===== src/rtl/mc_pkg.sv =====
// mc_pkg: shared states, ALU codes, opcode/funct values and mux encodings for the multicycle core
package mc_pkg;

    typedef enum logic [3:0] {
        S_FETCH, S_DECODE, S_MEMADR, S_MEMRD, S_MEMWB, S_MEMWR,
        S_RDEXEC, S_RWB, S_IEXEC, S_IWB, S_BRANCH, S_JUMP
    } state_t;

    localparam logic [3:0] ALU_AND = 4'd0;
    localparam logic [3:0] ALU_OR  = 4'd1;
    localparam logic [3:0] ALU_ADD = 4'd2;
    localparam logic [3:0] ALU_SUB = 4'd6;
    localparam logic [3:0] ALU_SLT = 4'd7;
    localparam logic [3:0] ALU_NOR = 4'd12;

    localparam logic [5:0] OP_R    = 6'h00;
    localparam logic [5:0] OP_J    = 6'h02;
    localparam logic [5:0] OP_BEQ  = 6'h04;
    localparam logic [5:0] OP_ADDI = 6'h08;
    localparam logic [5:0] OP_ANDI = 6'h0C;
    localparam logic [5:0] OP_ORI  = 6'h0D;
    localparam logic [5:0] OP_LW   = 6'h23;
    localparam logic [5:0] OP_SW   = 6'h2B;

    localparam logic [5:0] FN_ADD = 6'h20;
    localparam logic [5:0] FN_SUB = 6'h22;
    localparam logic [5:0] FN_AND = 6'h24;
    localparam logic [5:0] FN_OR  = 6'h25;
    localparam logic [5:0] FN_NOR = 6'h27;
    localparam logic [5:0] FN_SLT = 6'h2A;

    localparam logic [1:0] SRCB_REG    = 2'b00;
    localparam logic [1:0] SRCB_FOUR   = 2'b01;
    localparam logic [1:0] SRCB_IMM    = 2'b10;
    localparam logic [1:0] SRCB_IMM_SH = 2'b11;

    localparam logic [1:0] PC_ALU    = 2'b00;
    localparam logic [1:0] PC_ALUOUT = 2'b01;
    localparam logic [1:0] PC_JUMP   = 2'b10;

endpackage


===== src/rtl/mc_control_alu_decoder.sv =====
// alu_decoder: maps an R-type funct field to its ALU code and flags unsupported functs
module alu_decoder
    import mc_pkg::*;
(
    input  logic [5:0] funct,
    output logic [3:0] alu_op,
    output logic       valid
);

    always_comb begin
        alu_op = ALU_ADD;
        valid  = 1'b1;
        case (funct)
            FN_ADD:  alu_op = ALU_ADD;
            FN_SUB:  alu_op = ALU_SUB;
            FN_AND:  alu_op = ALU_AND;
            FN_OR:   alu_op = ALU_OR;
            FN_NOR:  alu_op = ALU_NOR;
            FN_SLT:  alu_op = ALU_SLT;
            default: valid  = 1'b0;
        endcase
    end

endmodule


===== src/rtl/mc_control.sv =====
// mc_control: multicycle FSM sequencing fetch/decode/execute/memory/write-back for the shared-ALU datapath
module mc_control
    import mc_pkg::*;
(
    input  logic       clk,
    input  logic       rst,
    input  logic [5:0] opcode,
    input  logic [5:0] funct,
    input  logic       zero,
    output logic [3:0] alu_op,
    output logic       alu_src_a,
    output logic [1:0] alu_src_b,
    output logic       ext_zero,
    output logic [1:0] pc_src,
    output logic       pc_en,
    output logic       i_or_d,
    output logic       mem_read,
    output logic       mem_write,
    output logic       ir_write,
    output logic       reg_dst,
    output logic       mem_to_reg,
    output logic       reg_write,
    output logic       retire,
    output logic       illegal
);

    state_t     state_q, state_d;
    logic [3:0] fn_op;
    logic       fn_valid;

    alu_decoder u_dec (
        .funct  (funct),
        .alu_op (fn_op),
        .valid  (fn_valid)
    );

    always_ff @(posedge clk) begin
        state_q <= rst ? S_FETCH : state_d;
    end

    always_comb begin
        state_d    = S_FETCH;
        alu_op     = ALU_ADD;
        alu_src_a  = 1'b0;
        alu_src_b  = SRCB_REG;
        ext_zero   = 1'b0;
        pc_src     = PC_ALU;
        pc_en      = 1'b0;
        i_or_d     = 1'b0;
        mem_read   = 1'b0;
        mem_write  = 1'b0;
        ir_write   = 1'b0;
        reg_dst    = 1'b0;
        mem_to_reg = 1'b0;
        reg_write  = 1'b0;
        retire     = 1'b0;
        illegal    = 1'b0;
        case (state_q)
            S_FETCH: begin
                mem_read  = 1'b1;
                ir_write  = 1'b1;
                pc_en     = 1'b1;
                alu_src_b = SRCB_FOUR;
                state_d   = S_DECODE;
            end
            S_DECODE: begin
                alu_src_b = SRCB_IMM_SH;
                case (opcode)
                    OP_LW, OP_SW:           state_d = S_MEMADR;
                    OP_R:                   state_d = fn_valid ? S_RDEXEC : S_FETCH;
                    OP_BEQ:                 state_d = S_BRANCH;
                    OP_J:                   state_d = S_JUMP;
                    OP_ADDI, OP_ANDI, OP_ORI: state_d = S_IEXEC;
                    default:                state_d = S_FETCH;
                endcase
                illegal = (state_d == S_FETCH);
            end
            S_MEMADR: begin
                alu_src_a = 1'b1;
                alu_src_b = SRCB_IMM;
                state_d   = (opcode == OP_SW) ? S_MEMWR : S_MEMRD;
            end
            S_MEMRD: begin
                i_or_d   = 1'b1;
                mem_read = 1'b1;
                state_d  = S_MEMWB;
            end
            S_MEMWB: begin
                reg_write  = 1'b1;
                mem_to_reg = 1'b1;
                retire     = 1'b1;
            end
            S_MEMWR: begin
                i_or_d    = 1'b1;
                mem_write = 1'b1;
                retire    = 1'b1;
            end
            S_RDEXEC: begin
                alu_src_a = 1'b1;
                alu_op    = fn_op;
                state_d   = S_RWB;
            end
            S_RWB: begin
                reg_write = 1'b1;
                reg_dst   = 1'b1;
                retire    = 1'b1;
            end
            S_IEXEC: begin
                alu_src_a = 1'b1;
                alu_src_b = SRCB_IMM;
                alu_op    = (opcode == OP_ANDI) ? ALU_AND : (opcode == OP_ORI) ? ALU_OR : ALU_ADD;
                ext_zero  = (opcode == OP_ANDI) || (opcode == OP_ORI);
                state_d   = S_IWB;
            end
            S_IWB: begin
                reg_write = 1'b1;
                retire    = 1'b1;
            end
            S_BRANCH: begin
                alu_src_a = 1'b1;
                alu_op    = ALU_SUB;
                pc_src    = PC_ALUOUT;
                pc_en     = zero;
                retire    = 1'b1;
            end
            S_JUMP: begin
                pc_src = PC_JUMP;
                pc_en  = 1'b1;
                retire = 1'b1;
            end
            default: state_d = S_FETCH;
        endcase
        // reset abandons the instruction: no strobe may reach the datapath
        if (rst) begin
            pc_en     = 1'b0;
            ir_write  = 1'b0;
            mem_read  = 1'b0;
            mem_write = 1'b0;
            reg_write = 1'b0;
            retire    = 1'b0;
            illegal   = 1'b0;
        end
    end

endmodule


===== config.mk =====
export PLATFORM = sky130hd
export DESIGN_NAME = mc_control
export DESIGN_NICKNAME = d
export VERILOG_FILES = /design/src/rtl/mc_pkg.sv /design/src/rtl/mc_control_alu_decoder.sv /design/src/rtl/mc_control.sv
export SDC_FILE = /design/constraint.sdc
export NUM_CORES = 1
export LEC_CHECK = 0
export BUFFER_PORTS_ARGS = -buffer_cell sky130_fd_sc_hd__buf_2
export CORE_MARGIN = 3
export CORE_UTILIZATION = 47
export CTS_CLUSTER_DIAMETER = 60
export CTS_CLUSTER_SIZE = 40
export DETAILED_ROUTE_END_ITERATION = 10
export PLACE_DENSITY_LB_ADDON = 0.12
export SETUP_SLACK_MARGIN = 0.3
export SLEW_MARGIN = 20
export SYNTH_ARGS = -nofsm -noshare
export SYNTH_HDL_FRONTEND = slang
export SYNTH_SLANG_ARGS = --single-unit

===== constraint.sdc =====
create_clock -name clk -period 3 [get_ports clk]
set_input_delay 0.6 -clock clk [delete_from_list [all_inputs] [get_ports clk]]
set_output_delay 0.6 -clock clk [all_outputs]
set_load 0.03 [all_outputs]

==> impl_metrics.sql, run 1 <==
INSERT INTO impl_metrics (metric_group, metric, value, unit) VALUES
('timing', 'max_freq', '426', 'MHz'),
('timing', 'max_slew.worst_pin.slew', '0.576', 'ns'),
('setup_path', 'critical-path-slowest-cell', 'sky130_fd_sc_hd__or3_1', ''),
('setup_path', 'cp_cell_sequence', 'buf_2 > or3_1 > a211oi_2 > a221oi_2 > and3_1 > buf_2', ''),
('run_status', 'run_status', 'finished, final reports clean', ''),
('route', 'drtAntennaViolNets', '0', ''),
('logic_synthesis', 'synth.distinct_cells', '43', ''),
('cts', 'clk_latency_worst_skew_pair', '0.25', 'ns'),
('logic_synthesis', 'synthesis.instances', '98', ''),
('die', 'floorplan.die.width', '43.7', 'um'),
('global_routing', 'global_route.usage.total', '21.7', '%'),
('flow_run', 'max-cap-violations', '0', ''),
('setup_path', 'crit_path_end_kind', 'output pin', ''),
('die', 'die_height', '43.7', 'um'),
('global_routing', 'grt_use_met1', '28.7', '%'),
('final_layout', 'n_antenna_cell', '0', ''),
('logic_synthesis', 'synth.net_count', '113', ''),
('final_layout', 'post-route-util', '69.4', '%'),
('global_routing', 'grt_util_met3', '5.81', '%'),
('placed_design', 'portBuffers', '34', ''),
('final_layout', 'area_taken_by_flip_flops_and_latches', '80.1', 'sq um'),
('route', 'wirelength', '1880', 'um'),
('final_layout', 'area_of_the_multi_input_gates', '551', 'sq um'),
('setup_path', 'reg2reg_to', 'state_q[1]', ''),
('setup_path', 'largest_fanout_on_the_critical_path', '7', ''),
('global_routing', 'grt_pass1_vias', '766', ''),
('die', 'floorplan.die_area', '0.00191', 'sq mm'),
('route', 'drt_drc', '0', ''),
('cts', 'cts-hold-fix-buffers', '0', ''),
('worst_hold_path', 'min_path_type', 'reg -> reg', ''),
('power_and_ir_drop', 'report.power.total', '215', 'uW'),
('final_layout', 'largest_register_ffs', '4', ''),
('logic_synthesis', 'synth.ff_latch_count', '4', ''),
('global_routing', 'first_pass_grt_wire_length', '3230', 'um'),
('logic_synthesis', 'synth.largest_area_cell', 'sky130_fd_sc_hd__dfxtp_1', ''),
('setup_path', 'timing.critical_path.from', 'opcode[0]', ''),
('final_layout', 'largest_registers', 'state_q: 4 flops', ''),
('logic_synthesis', 'netlist.area_leader.share', '12.0', '%'),
('timing', 'fin_crit_sh', '78.3', '%'),
('final_layout', 'largest_register', 'state_q', ''),
('die', 'placeableCoreArea', '0.00122', 'sq mm'),
('timing', 'period_minus_slack', '2.35', 'ns'),
('logic_synthesis', 'synth_seq_area_share', '12.0', '%'),
('setup_path', 'timing.critical_path.required', '2.40', 'ns'),
('setup_path', 'worst-r2r-cell-count', '3', ''),
('setup_path', 'critical_path_sink', 'illegal', ''),
('setup_path', 'timing.critical_path.arrival', '1.75', 'ns'),
('cts', 'tritoncts_clock_tree', 'built', ''),
('die', 'pin_count', '35', ''),
('cts', 'clk_pin_slew', '0.04', 'ns'),
('timing', 'hold_slack', '0.666', 'ns'),
('cts', 'ctsHtreeMaxLevel', '1', ''),
('timing', 'slew_violations', '0', ''),
('route', 'wl_per_cell', '13.1', 'um'),
('cts', 'post_cts_resized', '0', ''),
('global_routing', 'global_route.overflow_total', '0', ''),
('logic_synthesis', 'post-synth-top-count-cell', 'sky130_fd_sc_hd__nor2_1', ''),
('global_routing', 'largest_net_degree_at_the_start_of_global_routing', '18', ''),
('placed_design', 'weighted_congestion_at_the_end_of_routability_driven_global_placement', '0.833', ''),
('power_and_ir_drop', 'ir_drop', '0.337', 'mV'),
('timing', 'fin_skew', '0.00862', 'ns'),
('final_layout', 'final_nets', '146', ''),
('logic_synthesis', 'number_of_enable_type_register_cells_in_the_synthesized_netlist', '0', ''),
('timing', 'setup-tns-final', '0', 'ns'),
('die', 'floorplan.initialDensity', '55.0', '%'),
('logic_synthesis', 'yosys_warnings', '0', ''),
('route', 'drt_pre_antenna_iters', '4', ''),
('logic_synthesis', 'synth_area', '669', 'sq um'),
('cts', 'cts_num_sinks', '4', ''),
('placed_design', 'sum_of_net_half_perimeters_after_detailed_placement', '1450', 'um'),
('cts', 'cts-root-buf', 'sky130_fd_sc_hd__clkbuf_4', '');
[area by class of cell]
type | instances | area share [%]
Clock buffer | 3 | 2.67
Timing Repair Buffer | 34 | 20.1
Inverter | 1 | 0.444
Sequential cell | 4 | 9.48
Tap cell | 14 | 2.07
Multi-Input combinational cell | 87 | 65.2
[metrics by stage]
step / cells / cell area, sq um / setup WS [ns]
2_1_floorplan: 98 / 669 / 0.534
3_3_place_gp: 140 / 822 / 0.671
3_5_place_dp: 140 / 822 / 0.669
4_1_cts: 143 / 845 / 0.654
5_1_grt: 143 / 845 / 0.528
6_report: 143 / 845 / 0.651
[routing by layer]
metal | up-vias | wire length [um]
li1 | 429 | -
met1 | 378 | 852
met2 | 38 | 825
met3 | 4 | 169
met4 | 0 | 27
met5 | - | 0
[critical path, delay by kind of cell]
family | cells | cell delay [ns]
AO/OA/AOI/OAI | 2 | 0.29
buffers and inverters | 2 | 0.31
AND/OR/NAND/NOR | 2 | 0.55
[worst min path at each step]
| stage | slack (ns) | startpoint | depth (start not counted) | end |
|---|---|---|---|---|
| 4_1_cts | 0.65 | rst | 2 | state_q[3] |
| 2_1_floorplan | 0.63 | state_q[3] | 3 | state_q[3] |
| 3_3_place_gp | 0.65 | state_q[3] | 2 | state_q[3] |
| 6_report | 0.67 | state_q[3] | 2 | state_q[3] |
| 3_5_place_dp | 0.66 | state_q[3] | 2 | state_q[3] |
| 5_1_grt | 0.68 | rst | 2 | state_q[3] |
[power by group]
| group | switching (mW) | total [mW] | internal, mW |
|---|---|---|---|
| clock network | 0.0265 | 0.0715 | 0.0450 |
| logic | 0.0506 | 0.0813 | 0.0307 |
| registers | 0.00721 | 0.0624 | 0.0552 |
| total | 0.0843 | 0.215 | 0.131 |
[kinds of logic (layout without fill, tap and decap cells)]
kind of cell | after synthesis | count (layout) | share of synthesized area, %
simple gates | 56 | 56 | 48.2
compound gates | 27 | 27 | 28.2
buf+inv | 7 | 38 | 5.79
flops | 4 | 4 | 12.0
xor+xnor | 2 | 2 | 2.62
mux | 2 | 2 | 3.18
[placed cells by master, fill, tap and decap left out, types with 2 or more instances in the layout]
master	n
sky130_fd_sc_hd__o21ai_0	2
sky130_fd_sc_hd__or2_2	3
sky130_fd_sc_hd__nand3_1	2
sky130_fd_sc_hd__o21bai_1	2
sky130_fd_sc_hd__or3_1	2
sky130_fd_sc_hd__nand2_1	8
sky130_fd_sc_hd__nor3b_1	2
sky130_fd_sc_hd__o32ai_1	2
sky130_fd_sc_hd__nand2b_1	6
sky130_fd_sc_hd__clkbuf_4	3
sky130_fd_sc_hd__nor3_1	3
sky130_fd_sc_hd__a21oi_1	10
sky130_fd_sc_hd__dfxtp_1	4
sky130_fd_sc_hd__nor3_2	2
sky130_fd_sc_hd__buf_2	34
sky130_fd_sc_hd__nor2_1	18
No activity file was read; power rests on OpenSTA's default activity.
==> run 2: changes to the inputs <==
- ABC_AREA: default -> 1
- CORE_UTILIZATION: 47 -> 44
- clock period: 3 -> 2.21 ns (I/O delays scaled with it)
==> run 2 against run 1 <==
Non-clock buffer count grew 1. Largest power group unchanged. Cell area rose by 9.3%. Power is 39% higher. Critical endpoint is now alu_op[1].
==> impl_metrics.sql, run 2 <==
INSERT INTO impl_metrics (metric_group, metric, value, unit) VALUES
('run_status', 'run_status', 'finished, final reports clean', ''),
('power_and_ir_drop', 'ir_drop', '0.371', 'mV'),
('power_and_ir_drop', 'report.power.total', '298', 'uW'),
('setup_path', 'timing.critical_path.arrival', '1.39', 'ns'),
('timing', 'fin_skew', '0.00715', 'ns'),
('route', 'wl_per_cell', '11.1', 'um'),
('logic_synthesis', 'synth_flop_cell', 'sky130_fd_sc_hd__dfxtp_1', ''),
('cts', 'ctsLongestPathBuffers', '2', ''),
('timing', 'fin_crit_sh', '82.9', '%'),
('final_layout', 'post_layout_nonfiller_instances', '169', ''),
('final_layout', 'largest_register', 'state_q', ''),
('final_layout', 'final_nets', '171', ''),
('setup_path', 'worst-setup-path-type', 'reg -> out', ''),
('global_routing', 'first_pass_grt_wire_length', '2900', 'um'),
('logic_synthesis', 'synth.net_count', '132', ''),
('global_routing', 'global_route.overflow_total', '0', ''),
('logic_synthesis', 'netlist_top_cells_count', 'sky130_fd_sc_hd__nand2_1, sky130_fd_sc_hd__nor2_1, sky130_fd_sc_hd__inv_1', ''),
('placed_design', 'pre_cts_slack', '0.364', 'ns'),
('worst_hold_path', 'hold_path_depth', '2', ''),
('timing', 'hold_violations', '0', ''),
('route', 'drt-initial-drc-count', '23', ''),
('cts', 'clk_pin_slew', '0.03', 'ns'),
('logic_synthesis', 'post-synth-top-count-cell', 'sky130_fd_sc_hd__nand2_1', ''),
('die', 'placeableCoreArea', '0.00135', 'sq mm'),
('worst_hold_path', 'min_path_type', 'in -> reg', ''),
('power_and_ir_drop', 'power_density', '323', 'mW/mm^2'),
('cts', 'tritoncts_clock_tree', 'built', ''),
('power_and_ir_drop', 'leakage', '0.479', 'nW'),
('worst_hold_path', 'timing.hold.worst.start', 'rst', ''),
('timing', 'setup_violations', '0', ''),
('logic_synthesis', 'synth.area.top_cells', 'sky130_fd_sc_hd__nand2_1, sky130_fd_sc_hd__dfxtp_1, sky130_fd_sc_hd__nor2_1', ''),
('setup_path', 'largest_fanout_on_the_critical_path', '6', ''),
('final_layout', 'fillerInstances', '146', ''),
('setup_path', 'r2r_setup_slack', '0.93', 'ns'),
('final_layout', 'area_growth', '40.8', '%'),
('setup_path', 'crit_path_end_kind', 'output pin', ''),
('route', 'drt_drc', '0', ''),
('timing', 'hold_slack', '0.513', 'ns'),
('cts', 'cts_inserted_buffers', '3', ''),
('placed_design', 'dp.cells', '165', ''),
('logic_synthesis', 'synth_area', '656', 'sq um'),
('timing', 'max_slew.worst_pin.slew', '0.230', 'ns'),
('global_routing', 'grt_pass1_vias', '753', ''),
('setup_path', 'worstSetupStartpointType', 'register', ''),
('route', 'drt_pre_antenna_iters', '4', ''),
('final_layout', 'drive_gt1_share', '49.4', '%'),
('timing', 'max-slew-margin-rel', '84.6', '%'),
('setup_path', 'crit-reg2reg-launch', 'state_q[3]', ''),
('route', 'drtAntennaViolNets', '0', ''),
('final_layout', 'layout_common_cells', 'sky130_fd_sc_hd__buf_2, sky130_fd_sc_hd__nor2_1, sky130_fd_sc_hd__nand2_1, sky130_fd_sc_hd__inv_2, sky130_fd_sc_hd__inv_1', ''),
('setup_path', 'worst-r2r-cell-count', '7', ''),
('cts', 'ctsHtreeMaxLevel', '1', ''),
('logic_synthesis', 'synth.ff_latch_count', '4', ''),
('timing', 'period_minus_slack', '1.83', 'ns'),
('logic_synthesis', 'number_of_enable_type_register_cells_in_the_synthesized_netlist', '0', ''),
('logic_synthesis', 'synth.largest_area_cell', 'sky130_fd_sc_hd__nand2_1', ''),
('timing', 'max_freq', '546', 'MHz'),
('global_routing', 'largest_net_degree_at_the_start_of_global_routing', '11', ''),
('final_layout', 'layout_commonest_cell', 'sky130_fd_sc_hd__buf_2', ''),
('die', 'floorplan.die.width', '44.6', 'um'),
('setup_path', 'timing.critical_path.required', '1.77', 'ns'),
('die', 'pin_count', '35', ''),
('timing', 'setup-tns-final', '0', 'ns'),
('die', 'rows', '13', ''),
('die', 'floorplan.die_area', '0.00199', 'sq mm'),
('placed_design', 'weighted_congestion_at_the_end_of_routability_driven_global_placement', '0.810', ''),
('logic_synthesis', 'yosys_warnings', '0', ''),
('logic_synthesis', 'synthesis.instances', '117', ''),
('cts', 'cts_num_sinks', '4', ''),
('cts', 'cts-hold-fix-buffers', '0', ''),
('placed_design', 'portBuffers', '34', ''),
('placed_design', 'sum_of_net_half_perimeters_after_detailed_placement', '1530', 'um'),
('route', 'avgViaCountPerCell', '5.11', ''),
('logic_synthesis', 'synthesis.area_per_instance', '5.60', 'sq um'),
('timing', 'setup_repair_after_global_routing_missed_its_margin', 'true', ''),
('route', 'num_vias', '863', ''),
('logic_synthesis', 'synth.distinct_cells', '25', ''),
('cts', 'cts-root-buf', 'sky130_fd_sc_hd__clkbuf_4', ''),
('logic_synthesis', 'postSynth.asyncResetShare', '0', '%'),
('die', 'die_height', '44.6', 'um'),
('logic_synthesis', 'synth_seq_area_share', '12.2', '%'),
('logic_synthesis', 'netlist.area_leader.share', '12.6', '%'),
('timing', 'finalWorstSetupSlack', '0.377', 'ns'),
('global_routing', 'global_route.usage.total', '19.0', '%'),
('final_layout', 'largest_register_ffs', '4', ''),
('die', 'floorplan.initialDensity', '48.6', '%'),
('final_layout', 'largest_registers', 'state_q: 4 flops', ''),
('global_routing', 'grt_antenna_before_repair', '0', ''),
('final_layout', 'n_antenna_cell', '0', ''),
('worst_hold_path', 'min_to', 'state_q[1]', ''),
('timing', 'slew_violations', '0', ''),
('setup_path', 'reg2reg_to', 'state_q[2]', ''),
('route', 'wirelength', '1880', 'um'),
('flow_run', 'max-cap-violations', '0', ''),
('cts', 'clk_latency_worst_skew_pair', '0.24', 'ns');
==> run 2: layout make-up <==
class	count	area, sq um	share of cell area, %
tap	15	18.8	2.03
clock buffer	3	22.5	2.44
multi-input combinational	89	515	55.8
sequential	4	82.6	8.94
timing repair buffer	35	193	20.9
inverter	23	91.3	9.89
==> run 2: worst max-delay path, stage by stage (launching register included) <==
cell                       delay [ns]
sky130_fd_sc_hd__dfxtp_1         0.32
sky130_fd_sc_hd__inv_2           0.07
sky130_fd_sc_hd__nand2_1         0.14
sky130_fd_sc_hd__nor2_4          0.21
sky130_fd_sc_hd__nor2_1          0.08
sky130_fd_sc_hd__nand3b_1        0.16
sky130_fd_sc_hd__buf_2           0.18
==> run 2: timing repair <==
item	4_1_cts	5_1_grt
endpoints found under the setup margin	1	5
gates resized for setup	1	18
buffers inserted	0	1
hold endpoints to repair	0	0
pin swaps	0	6
cloned	0	0
==> run 2: how the worst max path moves through the flow <==
| stage | to | startpoint | slack, ns | cells after the start |
|---|---|---|---|---|
| floorplan | pc_en | state_q[1] | 0.28 | 4 |
| global placement | illegal | funct[2] | 0.39 | 9 |
| detailed placement | illegal | funct[2] | 0.36 | 9 |
| CTS | illegal | state_q[2] | 0.30 | 8 |
| global route | alu_op[1] | state_q[3] | 0.29 | 6 |
| finish | alu_op[1] | state_q[3] | 0.38 | 6 |
==> run 2: stage by stage <==
stage | utilization, % | cell area (sq um)
floorplan | - | 663
global placement | 62.8 | 848
detailed placement | 62.8 | 848
CTS | 64.7 | 873
global route | 68.4 | 923
finish | 68.4 | 923
==> run 2: kinds of logic (layout without fill, tap and decap cells) <==
family,after synthesis,after routing,synth area share [%]
flip-flops,4,4,12.2
AO/OA/AOI/OAI,18,18,16.6
buffers and inverters,24,61,13.7
AND/OR/NAND/NOR,71,71,57.4
==> run 2: where the power goes <==
| part | internal [mW] | total [mW] | switching (mW) |
|---|---|---|---|
| clock network | 0.0610 | 0.0942 | 0.0333 |
| registers | 0.0757 | 0.0794 | 0.00373 |
| logic | 0.0415 | 0.125 | 0.0830 |
==> run 2: metal layers <==
| metal | global-route usage [%] | wire [um] |
|---|---|---|
| met5 | 0 | 0 |
| met4 | 6.02 | 13 |
| met3 | 4.07 | 96 |
| met2 | 32.7 | 903 |
| met1 | 23.1 | 861 |
